File: src/rtl/uart_rx_fifo.sv
// uart_rx_fifo: 8N1 UART receiver feeding a first-word-fall-through byte FIFO.
// rx is brought into the clk domain by a 2-FF synchroniser, and the framing FSM
// samples each bit near its centre. Good bytes are pushed in the stop-bit
// sample cycle. Firmware drains the FIFO through a valid/ready pop port.
// Optional build macro: UART_RX_PARITY_EN adds one even-parity bit per frame
// and a sticky parity_err output.
module uart_rx_fifo #(
  parameter int CLKS_PER_BIT = 4167,
  parameter int FIFO_DEPTH   = 16,
  parameter int FIFO_AW      = 4
) (
  input  logic               clk,
  input  logic               rst_n,
  input  logic               rx,
  input  logic               rd_ready,
  output logic               rd_valid,
  output logic [7:0]         rd_data,
  output logic [FIFO_AW:0]   level,
  output logic               overrun,
  output logic               frame_err,
  input  logic               clear_err,
`ifdef UART_RX_PARITY_EN
  output logic               parity_err,
`endif
  output logic               busy
);

  localparam int CW = $clog2(CLKS_PER_BIT);
  localparam logic [CW-1:0] CPB_M1  = CW'(CLKS_PER_BIT - 1);
  localparam logic [CW-1:0] HALF_M1 = CW'((CLKS_PER_BIT / 2) - 1);
  localparam logic [CW-1:0] CNT_ONE = CW'(1);
  localparam logic [FIFO_AW:0] DEPTH_L   = (FIFO_AW + 1)'(FIFO_DEPTH);
  localparam logic [FIFO_AW:0] LEVEL_ONE = (FIFO_AW + 1)'(1);
  localparam logic [FIFO_AW-1:0] PTR_ONE = FIFO_AW'(1);

  localparam logic [2:0] IDLE   = 3'd0;
  localparam logic [2:0] START  = 3'd1;
  localparam logic [2:0] DATA   = 3'd2;
`ifdef UART_RX_PARITY_EN
  localparam logic [2:0] PARITY = 3'd3;
`endif
  localparam logic [2:0] STOP   = 3'd4;

`ifdef UART_RX_PARITY_EN
  // Even parity: the eight data bits plus the parity bit carry an even count of ones.
  function automatic logic parity_bad(input logic [7:0] data, input logic par_bit);
    return ^{data, par_bit};
  endfunction
`endif

  // Synchroniser and framing state
  logic              rx_meta_q;
  logic              rx_s_q;
  logic [2:0]        state_q, state_d;
  logic [CW-1:0]     cnt_q, cnt_d;
  logic [2:0]        bit_idx_q, bit_idx_d;
  logic [7:0]        shift_q, shift_d;
  logic              stop_sample_s;

  // FIFO state
  logic [7:0]        mem_q [FIFO_DEPTH];
  logic [FIFO_AW-1:0] wr_ptr_q, wr_ptr_d;
  logic [FIFO_AW-1:0] rd_ptr_q, rd_ptr_d;
  logic [FIFO_AW:0]  level_q, level_d;
  logic              overrun_q, overrun_d;
  logic              frame_err_q, frame_err_d;

  logic              full_s;
  logic              good_frame_s;
  logic              push_s;
  logic              pop_s;
  logic              overrun_set_s;
  logic              frame_err_set_s;

`ifdef UART_RX_PARITY_EN
  logic              par_bad_q, par_bad_d;
  logic              parity_err_q, parity_err_d;
  logic              parity_set_s;
`endif

  // Two-flop synchroniser for the asynchronous serial line; idles high.
  always_ff @(posedge clk or negedge rst_n) begin
    if (!rst_n) begin
      rx_meta_q <= 1'b1;
      rx_s_q    <= 1'b1;
    end else begin
      rx_meta_q <= rx;
      rx_s_q    <= rx_meta_q;
    end
  end

  // Framing FSM: locate the start-bit centre, then sample every CLKS_PER_BIT cycles.
  always_comb begin
    state_d       = state_q;
    cnt_d         = cnt_q;
    bit_idx_d     = bit_idx_q;
    shift_d       = shift_q;
    stop_sample_s = 1'b0;
`ifdef UART_RX_PARITY_EN
    par_bad_d     = par_bad_q;
    parity_set_s  = 1'b0;
`endif
    case (state_q)
      IDLE: begin
        cnt_d = '0;
        if (!rx_s_q) begin
          state_d = START;
        end else begin
          state_d = IDLE;
        end
      end
      START: begin
        if (cnt_q == HALF_M1) begin
          cnt_d     = '0;
          bit_idx_d = 3'd0;
          // A line that is high again at mid start bit was only a glitch.
          if (!rx_s_q) begin
            state_d = DATA;
          end else begin
            state_d = IDLE;
          end
        end else begin
          cnt_d = cnt_q + CNT_ONE;
        end
      end
      DATA: begin
        if (cnt_q == CPB_M1) begin
          cnt_d              = '0;
          shift_d[bit_idx_q] = rx_s_q;
          if (bit_idx_q == 3'd7) begin
`ifdef UART_RX_PARITY_EN
            state_d = PARITY;
`else
            state_d = STOP;
`endif
          end else begin
            bit_idx_d = bit_idx_q + 3'd1;
          end
        end else begin
          cnt_d = cnt_q + CNT_ONE;
        end
      end
`ifdef UART_RX_PARITY_EN
      PARITY: begin
        if (cnt_q == CPB_M1) begin
          cnt_d        = '0;
          par_bad_d    = parity_bad(shift_q, rx_s_q);
          parity_set_s = parity_bad(shift_q, rx_s_q);
          state_d      = STOP;
        end else begin
          cnt_d = cnt_q + CNT_ONE;
        end
      end
`endif
      STOP: begin
        if (cnt_q == CPB_M1) begin
          cnt_d         = '0;
          stop_sample_s = 1'b1;
          state_d       = IDLE;
        end else begin
          cnt_d = cnt_q + CNT_ONE;
        end
      end
      default: begin
        state_d = IDLE;
        cnt_d   = '0;
      end
    endcase
  end

  // Framing FSM registers.
  always_ff @(posedge clk or negedge rst_n) begin
    if (!rst_n) begin
      state_q   <= IDLE;
      cnt_q     <= '0;
      bit_idx_q <= 3'd0;
      shift_q   <= 8'h00;
    end else begin
      state_q   <= state_d;
      cnt_q     <= cnt_d;
      bit_idx_q <= bit_idx_d;
      shift_q   <= shift_d;
    end
  end

  // Frame outcome and FIFO handshake. A pop in the same cycle frees the slot for a push.
  always_comb begin
    full_s          = (level_q == DEPTH_L);
    pop_s           = (level_q != '0) && rd_ready;
    frame_err_set_s = stop_sample_s && !rx_s_q;
`ifdef UART_RX_PARITY_EN
    good_frame_s    = stop_sample_s && rx_s_q && !par_bad_q;
`else
    good_frame_s    = stop_sample_s && rx_s_q;
`endif
    push_s          = good_frame_s && (!full_s || pop_s);
    overrun_set_s   = good_frame_s && full_s && !pop_s;
  end

  // Next-state for pointers, occupancy and sticky flags (a set beats a same-cycle clear).
  always_comb begin
    if (push_s) begin
      wr_ptr_d = wr_ptr_q + PTR_ONE;
    end else begin
      wr_ptr_d = wr_ptr_q;
    end
    if (pop_s) begin
      rd_ptr_d = rd_ptr_q + PTR_ONE;
    end else begin
      rd_ptr_d = rd_ptr_q;
    end
    case ({push_s, pop_s})
      2'b10:   level_d = level_q + LEVEL_ONE;
      2'b01:   level_d = level_q - LEVEL_ONE;
      default: level_d = level_q;
    endcase
    overrun_d   = overrun_set_s   || (overrun_q   && !clear_err);
    frame_err_d = frame_err_set_s || (frame_err_q && !clear_err);
`ifdef UART_RX_PARITY_EN
    parity_err_d = parity_set_s   || (parity_err_q && !clear_err);
`endif
  end

  // FIFO control and error flag registers.
  always_ff @(posedge clk or negedge rst_n) begin
    if (!rst_n) begin
      wr_ptr_q    <= '0;
      rd_ptr_q    <= '0;
      level_q     <= '0;
      overrun_q   <= 1'b0;
      frame_err_q <= 1'b0;
    end else begin
      wr_ptr_q    <= wr_ptr_d;
      rd_ptr_q    <= rd_ptr_d;
      level_q     <= level_d;
      overrun_q   <= overrun_d;
      frame_err_q <= frame_err_d;
    end
  end

`ifdef UART_RX_PARITY_EN
  // Parity tracking: per-frame mismatch marker plus the sticky output flag.
  always_ff @(posedge clk or negedge rst_n) begin
    if (!rst_n) begin
      par_bad_q    <= 1'b0;
      parity_err_q <= 1'b0;
    end else begin
      par_bad_q    <= par_bad_d;
      parity_err_q <= parity_err_d;
    end
  end

  assign parity_err = parity_err_q;
`endif

  // Byte storage; contents only become visible through rd_data once counted in level.
  always_ff @(posedge clk) begin
    if (push_s) begin
      mem_q[wr_ptr_q] <= shift_q;
    end
  end

  assign rd_valid  = (level_q != '0);
  assign rd_data   = (level_q != '0) ? mem_q[rd_ptr_q] : 8'h00;
  assign level     = level_q;
  assign overrun   = overrun_q;
  assign frame_err = frame_err_q;
  assign busy      = (state_q != IDLE);

endmodule

File: config.mk
export PLATFORM = sky130hd
export DESIGN_NAME = uart_rx_fifo
export DESIGN_NICKNAME = d
export VERILOG_FILES = /design/src/rtl/uart_rx_fifo.sv
export SDC_FILE = /design/constraint.sdc
export NUM_CORES = 1
export LEC_CHECK = 0
export BUFFER_PORTS_ARGS = -buffer_cell sky130_fd_sc_hd__buf_2
export CAP_MARGIN = 5
export CORE_UTILIZATION = 52
export DETAILED_ROUTE_END_ITERATION = 8
export GPL_ROUTABILITY_DRIVEN = 0
export GPL_TIMING_DRIVEN = 0
export PLACE_DENSITY_LB_ADDON = 0.25
export SLEW_MARGIN = 0
export SYNTH_ARGS = -nofsm -noshare
export SYNTH_HDL_FRONTEND = slang
export SYNTH_SLANG_ARGS = --single-unit
File: constraint.sdc
create_clock -name clk -period 2.4 [get_ports clk]
set_input_delay 0.24 -clock clk [delete_from_list [all_inputs] [get_ports clk]]
set_output_delay 0.24 -clock clk [all_outputs]
set_load 0.005 [all_outputs]
## Word-level counts from Yosys, hierarchy flattened

Memories as Yosys holds them, arrays and structs flattened.
Index checks and enable logic that the tools add are counted.

- RAM bits: 128
- Memories kept: 1
- Bits in registers: 44
- Input port bits: 5

- Order comparisons: 2
- Equality and inequality tests: 14
- $add $sub $neg: 6
- Multiplexer cells: 23
- Reduce and logical (&&, ||, !) cells: 25

Memory list:

| name | words | bits a word | read ports | clocked after Yosys merged registers in | wr ports | RTL line | RTL |
|---|---|---|---|---|---|---|---|
| mem_q | 16 | 8 | 1 | 0 | 1 | 61 | `logic [7:0] mem_q [FIFO_DEPTH];` |

Operators with widths:

| operator | count |
|---|---|
| 13-bit 2-to-1 mux | 2 |
| 13-bit one-hot mux with 2 select lines | 1 |
| 3-bit 2-to-1 mux | 7 |
| 13-bit by 1-bit adder with 13-bit output, second input constant | 1 |
| 13-bit by 12-bit == test with 1-bit output, second input constant | 1 |
| 13-bit == test, second input constant | 1 |
| 3-bit one-hot mux with 4 select lines | 1 |
| 2-bit != test, second input constant | 5 |
| 5-bit one-hot mux with 2 select lines | 1 |
| 1-bit logical AND | 9 |
| 4-bit by 1-bit adder with 4-bit output, second input constant | 2 |
| 8-bit bitwise mux | 1 |
| 8-bit 2-to-1 mux | 1 |
| 4-bit AND reduction | 2 |
| 3-bit == test, second input constant | 2 |
| 1-bit 2-to-1 mux | 6 |
| 3-bit one-hot mux with 2 select lines | 1 |
| 5-bit by 1-bit adder with 5-bit output, second input constant | 1 |
| 5-bit == test, second input constant | 1 |
| 5-bit nonzero test | 1 |
| 5-bit by 1-bit subtractor with 5-bit output, second input constant | 1 |
| 1-bit zero test | 4 |
| 3-bit by 4-bit less-than comparator with 1-bit output, second input constant | 1 |
| 2-bit nonzero test | 2 |
| other kinds (13) | 15 |

## Depth between registers and ports, before layout

Gate-level depths: netlist of run 1.

- Depth after elaboration: 7
- Gate-level depth with buffers: 11
- Mapped depth without buffers: 11

## Least setup slack after synthesis of run 1

No wires, ideal clock.

- Path kind: register -> register
- From: register rx_s_q
- To: register level_q[4], in the netlist level[4]
- Slack: -0.276 ns
- Cell stages (with the launch flop): 11
- Library setup time: 0.080 ns
- Path buffers: 1
- Data arrival time: 2.596 ns
- Period minus slack after synthesis: 2.676 ns
- Path through: dfstp_2 -> clkbuf_1 -> and4bb_2 -> nand3_1 -> o21ai_0 -> xnor2_1 -> ha_1 -> or3_2 -> a21oi_1 -> o2bb2ai_1 -> xnor2_1

- Longest elaborated chain between the ends: 4
- Elaborated cells between the ends (all ways): 6

RTL lines:

| element | RTL line | RTL |
|---|---|---|
| start, declared | 53 | `logic rx_s_q;` |
| start signal, assigned | 88 | `rx_s_q <= rx_meta_q;` |
| 1-bit logical AND (*) | 194 | `good_frame_s = stop_sample_s && rx_s_q;` |
| 1-bit logical AND (*) | 196 | `push_s = good_frame_s && (!full_s \|\| pop_s);` |
| 2-bit by 1-bit == test with 1-bit output or 2-bit == test (tied branches) | 212 | `case ({push_s, pop_s})` |
| 5-bit one-hot mux with 2 select lines or 2-bit nonzero test (tied branches) | -- |  |
| end signal, assigned | 235 | `level_q <= level_d;` |
| end, declared | 64 | `logic [FIFO_AW:0] level_q, level_d;` |

Mark *: on every way between the ends. The rest lies on a longest branch, timed or not.
A chain may end at the register's enable or synchronous reset.

## Worst setup path after layout of run 1

- From: register rd_ptr_q[0]
- To: output port rd_data[1]

- Longest elaborated chain between the ends: 2

RTL lines:

| element | RTL line | RTL |
|---|---|---|
| start, declared | 63 | `logic [FIFO_AW-1:0] rd_ptr_q, rd_ptr_d;` |
| start signal, assigned | 234 | `rd_ptr_q <= rd_ptr_d;` |
| memory 16 x 8 bit | -- |  |
| 8-bit 2-to-1 mux | 264 | `assign rd_data = (level_q != '0) ? mem_q[rd_ptr_q] : 8'h00;` |
| end, declared | 17 | `output logic [7:0] rd_data,` |

No other way between the ends.

==> impl_metrics.py, run 1 <==
metrics = {
    "run_status": {
        "status": "finished with violations",
        "failed_checks": "negative hold slack, negative setup slack",
    },
    "clock_network": {
        "cts_buffers": 17,
        "clk_path_buf_depth": 2,
        "clock_latency_ns": 0.43,
        "clkTransAtPathRegs_ns": 0.06,
        "clkSinkCount": 172,
        "h-tree-depth": 4,
        "cts_root_buffer": "clkbuf_16",
        "cts_tree": "built",
    },
    "place": {
        "dpl_worst_slack_ns": -0.441,
        "numPortBuffers": 21,
        "placed_area_um2": 7660,
        "dp_hpwl_um": 9190,
        "dp.cells": 631,
    },
    "layout": {
        "seq_area_um2": 4950,
        "fin_util_pct": 65.4,
        "syn_to_final_growth_pct": 20.5,
        "fin_nets": 509,
        "diodes": 0,
        "fillerInstances": 916,
        "final_cell_count_no_fill": 682,
        "multiInputGateArea_um2": 2470,
        "layout_commonest_cell": "edfxtp_1",
        "final_cell_mix": "128 x edfxtp_1, 40 x mux4_2, 37 x dfrtp_1",
        "post_route_cells_drive_above_1_share_pct": 36.2,
        "final_area_um2": 8800,
    },
    "sta": {
        "rsz0062_at_grt": "yes",
        "tightest_slew_ns": 0.986,
        "fin_tns_setup_ns": -2.24,
        "finalHoldViolations": 42,
        "maxSlewHeadroom_pct": 34.3,
        "drv_slew": 0,
        "clock_skew_ns": 0.00961,
        "min_period_ns": 2.68,
        "setup_violations": 26,
        "worst_slack_ns": -0.276,
        "timing.fmax_ghz": 0.374,
        "hold-worst-slack_ns": -0.0289,
        "post-route-period-util_pct": 111,
    },
    "global_routing": {
        "grt_pass1_wl_um": 23300,
        "grt_pass1_vias": 4015,
        "grt_usage_pct": 22.8,
        "antenna_found_initial": 0,
        "grt_max_degree": 45,
        "overflow": 0,
    },
    "worst_setup_path": {
        "crit_path_top_delay_cell": "mux4_2",
        "path_delay_family": "multiplexers",
        "end_kind": "primary output",
        "start_kind": "flop",
        "crit_fanout": 6,
        "r2r-end": "level[4]",
        "cp.required_ns": 2.16,
        "crit_start": "rd_ptr_q[0]",
        "r2r_slack_ns": -0.08,
        "crit_buf_inv": 3,
        "crit_type": "reg2out",
        "cp_slowest_stage_delay_ns": 0.55,
        "r2r_start": "level[3]",
        "cp_cell_sequence": "buf_12 -> buf_12 -> mux4_2 -> mux4_2 -> nor2b_4 -> buf_2",
        "reg2reg_depth": 9,
        "arrival_ns": 2.44,
    },
    "synth": {
        "synth_area_leader_cell": "edfxtp_1",
        "yosysSeqAreaShare_pct": 67.8,
        "netlist_top_cells_area": "edfxtp_1 53%, dfrtp_1 14%, mux4_2 12%",
        "syn_area_per_cell_um2": 16.8,
        "synth_seq_cells": 172,
        "synth_top_area_share_pct": 52.7,
        "yosysWarningCount": 0,
        "synth-edff-count": 128,
        "synth_fp_nets": 450,
        "synth-main-ff-cell": "edfxtp_1",
        "synth.distinct_cells": 48,
        "syn_inst": 434,
        "syn_area_um2": 7300,
        "ys_async_sr_fraction_pct": 25.6,
    },
    "floorplan": {
        "die_w_um": 120,
        "pin_count": 22,
        "core-area_um2": 13500,
        "die_h_um": 120,
        "initial_core_util_pct": 54.3,
        "die_area_um2": 14500,
        "num_rows": 42,
    },
    "min_path": {
        "hold_path_class": "in2async",
    },
    "route": {
        "drt_iter0_drc": 323,
        "wl_per_cell_um": 22.5,
        "dr.pass1.iters": 4,
        "drc": 0,
        "dr_total_vias": 4018,
        "drt_wl_total_um": 15300,
        "ant_nets": 0,
        "via_per_inst": 5.89,
    },
    "power_and_ir_drop": {
        "p_per_area_nw_per_um2": 906,
        "p_total_mw": 7.97,
        "vdd_ir_drop_max_uv": 517,
        "leakagePower_nw": 3.49,
    },
    "run": {
        "maxCapViolCount": 0,
    },
}
[final cells by class]
type                            instances  area share, %
Sequential cell                       172           56.3
Buffer                                 14           1.32
Inverter                               13          0.555
Clock buffer                           18           4.88
Multi-Input combinational cell        231           28.1
Timing Repair Buffer                   44           4.05
Clock inverter                         14           2.28
Tap cell                              176           2.50
[registers in the layout, summed over array words and instances, names as in the netlist, 3 cells and up]
register and flops:
bit_idx_q 3, cnt_q 13, level 5, mem_q 128, rd_ptr_q 4, shift_q 8
state_q 3, wr_ptr_q 4
[how the worst max path moves through the flow]
stage / end / slack, ns / cells after the start
4_1_cts: rd_data[1] / -0.28 / 6
3_3_place_gp: rd_data[4] / -0.39 / 6
6_report: rd_data[1] / -0.28 / 6
3_5_place_dp: rd_data[1] / -0.44 / 6
2_1_floorplan: level[1] / 0.04 / 5
5_1_grt: rd_data[0] / -0.32 / 6
[routing by layer]
metal / vias to the layer above / wire (µm) / track usage [%]
met5: - / 0 / 0
met4: 0 / 234 / 8.95
met3: 13 / 1010 / 5.28
met2: 108 / 7810 / 36.9
met1: 2085 / 6290 / 30.2
li1: 1812 / - / -
[worst reg2reg max path, cell delays in order (launching register included)]
cell and delay [ns]:
dfrtp_1 0.40, or4_4 0.59, o21a_4 0.27, o21ai_4 0.09
xnor2_2 0.10, ha_2 0.21, or3_4 0.33, a21oi_2 0.15
o2bb2ai_2 0.12, xnor2_1 0.14
[synthesized netlist by cell type (2+ instances only)]
cell,number
o21ai_0,11
and4_1,4
nor2b_1,8
xnor2_1,15
xor2_1,6
or3_1,2
mux4_2,40
dfstp_2,2
buf_2,4
clkbuf_1,14
nand2_1,13
mux2_2,10
o31ai_1,2
nor3_1,10
a211oi_1,2
dfrtp_1,42
and4bb_2,2
nor2_1,23
nand3b_1,2
ha_1,11
inv_1,13
nand3_1,13
edfxtp_1,128
nor3b_1,3
nand4_1,5
a21oi_1,7
and3_1,10
and2_1,12
[repair_timing]
action                                  in CTS  in global routing
pin swaps                                    5                 10
hold buffers                                 1                  0
setup buffers                               11                  9
gates resized for setup                     55                 35
hold endpoints to repair                     1                  0
gates cloned                                 3                  0
endpoints found under the setup margin     153                158
[cell families (layout without fill, tap and decap cells)]
logic type / Yosys count / count (layout) / share of synthesized area (%)
AO/OA/AOI/OAI: 32 / 32 / 2.91
XOR/XNOR: 21 / 21 / 2.52
multiplexers: 52 / 52 / 14.2
adder cells (fa/ha/maj): 11 / 11 / 1.89
AND/OR/NAND/NOR: 115 / 115 / 9.02
flip-flops: 172 / 172 / 67.8
buffers and inverters: 31 / 103 / 1.66
[power by group]
group / internal [mW] / switching (mW)
registers: 3.25 / 0.172
logic: 0.892 / 0.726
clock network: 1.83 / 1.10
Note: power is estimated with default switching activity, not from simulation.
==> run 2, diff against run 1 <==
MAX_ROUTING_LAYER = met4   (was unset)
==> run 2 against run 1 <==
Net effect:
- the run still ends with negative hold slack, negative setup slack left
- fmax up 0.41%
- register-to-register slack about the same
- via count up 0.45%
- cell count unchanged
- setup slack improved by 0.011 ns
- highest routed layer unchanged
- critical path depth unchanged
- clock power hardly changed
- routed wire length fell by 0.28%
==> impl_metrics.py, run 2 (synthesis results as in run 1) <==
metrics = {
    "power_and_ir_drop": {
        "leakagePower_nw": 3.48,
        "p_per_area_nw_per_um2": 905,
        "p_total_mw": 7.96,
        "vdd_ir_drop_max_uv": 480,
    },
    "run_status": {
        "failed_checks": "negative hold slack, negative setup slack",
        "status": "finished with violations",
    },
    "global_routing": {
        "grt_pass1_vias": 4014,
        "overflow": 0,
        "grt_pass1_wl_um": 23300,
        "met2_usage_pct": 37.0,
        "grt_max_degree": 45,
        "antenna_found_initial": 0,
        "grt_util_met3_pct": 5.28,
        "grt_use_met1_pct": 30.1,
        "globalRoute.busiestLayer": "met2",
        "grt_usage_pct": 23.5,
    },
    "layout": {
        "post_route_cells_drive_above_1_share_pct": 36.4,
        "regMostFlops": "mem_q",
        "final_cell_mix": "128 x edfxtp_1, 40 x mux4_2, 37 x dfrtp_1",
        "top_regs": "mem_q (128), cnt_q (13), shift_q (8)",
        "layout_commonest_cell": "edfxtp_1",
        "syn_to_final_growth_pct": 20.6,
        "fin_nets": 509,
        "diodes": 0,
        "fin_util_pct": 65.4,
        "final_area_um2": 8800,
        "largest_reg_flops": 128,
    },
    "clock_network": {
        "clkSinkCount": 172,
        "clkTransAtPathRegs_ns": 0.06,
        "cts_root_buffer": "clkbuf_16",
        "cts_tree": "built",
        "clock_latency_ns": 0.43,
        "clk_path_buf_depth": 2,
        "h-tree-depth": 4,
        "cts_buffers": 17,
    },
    "route": {
        "drt_wl_total_um": 15300,
        "drc": 0,
        "drt_iter0_drc": 382,
        "dr.pass1.iters": 4,
        "dr_total_vias": 4036,
        "ant_nets": 0,
        "via_per_inst": 5.92,
        "wl_per_cell_um": 22.4,
    },
    "sta": {
        "maxSlewHeadroom_pct": 33.9,
        "worst_slack_ns": -0.265,
        "post-route-period-util_pct": 111,
        "clock_skew_ns": 0.00916,
        "drv_slew": 0,
        "timing.fmax_ghz": 0.375,
        "tightest_slew_ns": 0.992,
        "rsz0062_at_grt": "yes",
        "setup_violations": 26,
        "hold-worst-slack_ns": -0.0204,
        "min_period_ns": 2.66,
        "finalHoldViolations": 42,
    },
    "floorplan": {
        "pin_count": 22,
        "core-area_um2": 13500,
        "die_w_um": 120,
        "die_h_um": 120,
        "initial_core_util_pct": 54.3,
        "die_area_um2": 14500,
        "num_rows": 42,
    },
    "worst_setup_path": {
        "cp_slowest_stage_delay_ns": 0.55,
        "start_kind": "flop",
        "end_kind": "primary output",
        "arrival_ns": 2.42,
        "crit_path_top_delay_cell": "mux4_2",
        "crit_buf_inv": 3,
        "crit_fanout": 6,
        "crit_type": "reg2out",
        "cp.required_ns": 2.16,
        "path_delay_family": "multiplexers",
        "cp_cell_sequence": "buf_12 -> buf_12 -> mux4_2 -> mux4_2 -> nor2b_4 -> buf_2",
    },
    "place": {
        "numPortBuffers": 21,
        "placed_area_um2": 7660,
        "dp_hpwl_um": 9190,
        "dpl_worst_slack_ns": -0.441,
    },
    "run": {
        "maxCapViolCount": 0,
    },
    "min_path": {
        "hold_path_class": "in2async",
    },
}
-- run 2: cell counts in the layout (fill, tap and decap cells not counted) --
No cell type changed its count.
-- run 2: timing repair --
action	CTS	global route
gates cloned	3	0
setup endpoints to repair	153	158
hold endpoints to repair	1	0
pin swaps	5	10
hold buffers	1	0
gates resized for setup	55	36
buffers inserted	11	9
-- run 2: layout make-up --
| cell class | count | area [µm²] |
|---|---|---|
| flip-flops and latches | 172 | 4950 |
| fillers | 916 | 4650 |
| multi-input cells | 231 | 2480 |
| clock buffers | 18 | 429 |
| repair buffers | 44 | 357 |
| well taps | 176 | 220 |
| clock inverters | 14 | 200 |
| plain buffers | 14 | 116 |
| inverters | 13 | 48.8 |
-- run 2: worst paths after layout --
| kind | start | to | slack, ns | depth (start not counted) |
|---|---|---|---|---|
| worst min-delay path | rst_n | cnt_q[3] | -0.02 | 1 |
| max in group asynchronous | rst_n | level[0] | 1.75 | 1 |
| worst max register to register | level[3] | level[4] | -0.08 | 9 |
| min in group clk | clear_err | frame_err | 0.02 | 2 |
| worst max-delay path | rd_ptr_q[0] | rd_data[1] | -0.26 | 6 |
| worst min register to register | rx_meta_q | rx_s_q | 0.36 | 0 |
-- run 2: layer usage --
layer | up-vias | share of wire [%] | wire [µm]
met3 | 18 | 5.1 | 786
li1 | 1809 | - | -
met4 | 0 | 1.6 | 247
met2 | 105 | 51 | 7870
met1 | 2104 | 42 | 6390
met5 | - | 0 | 0
-- run 2: worst register-to-register path: stages (launching register included) --
cell and delay (ns):
dfrtp_1 0.40, or4_4 0.59, o21a_4 0.27, o21ai_4 0.09
xnor2_2 0.10, ha_2 0.21, or3_4 0.33, a21oi_2 0.15
o2bb2ai_2 0.12, xnor2_1 0.14
-- run 2: metrics by stage --
stage / hold slack (ns) / instances / setup TNS [ns]
after detailed placement: 0.348 / 631 / -33.01
after global placement: 0.347 / 631 / -25.42
final: -0.0204 / 682 / -2.21
after floorplan: -0.0556 / 434 / 0
after CTS: 0.00307 / 674 / -2.15
after global routing: 0.0150 / 682 / -4.56
-- run 2: where the power goes --
group          leakage, nW  internal, mW  switching, mW
registers             2.05          3.26          0.170
logic                 1.13         0.892          0.731
clock network        0.304          1.83           1.09
total                 3.48          5.98           1.99
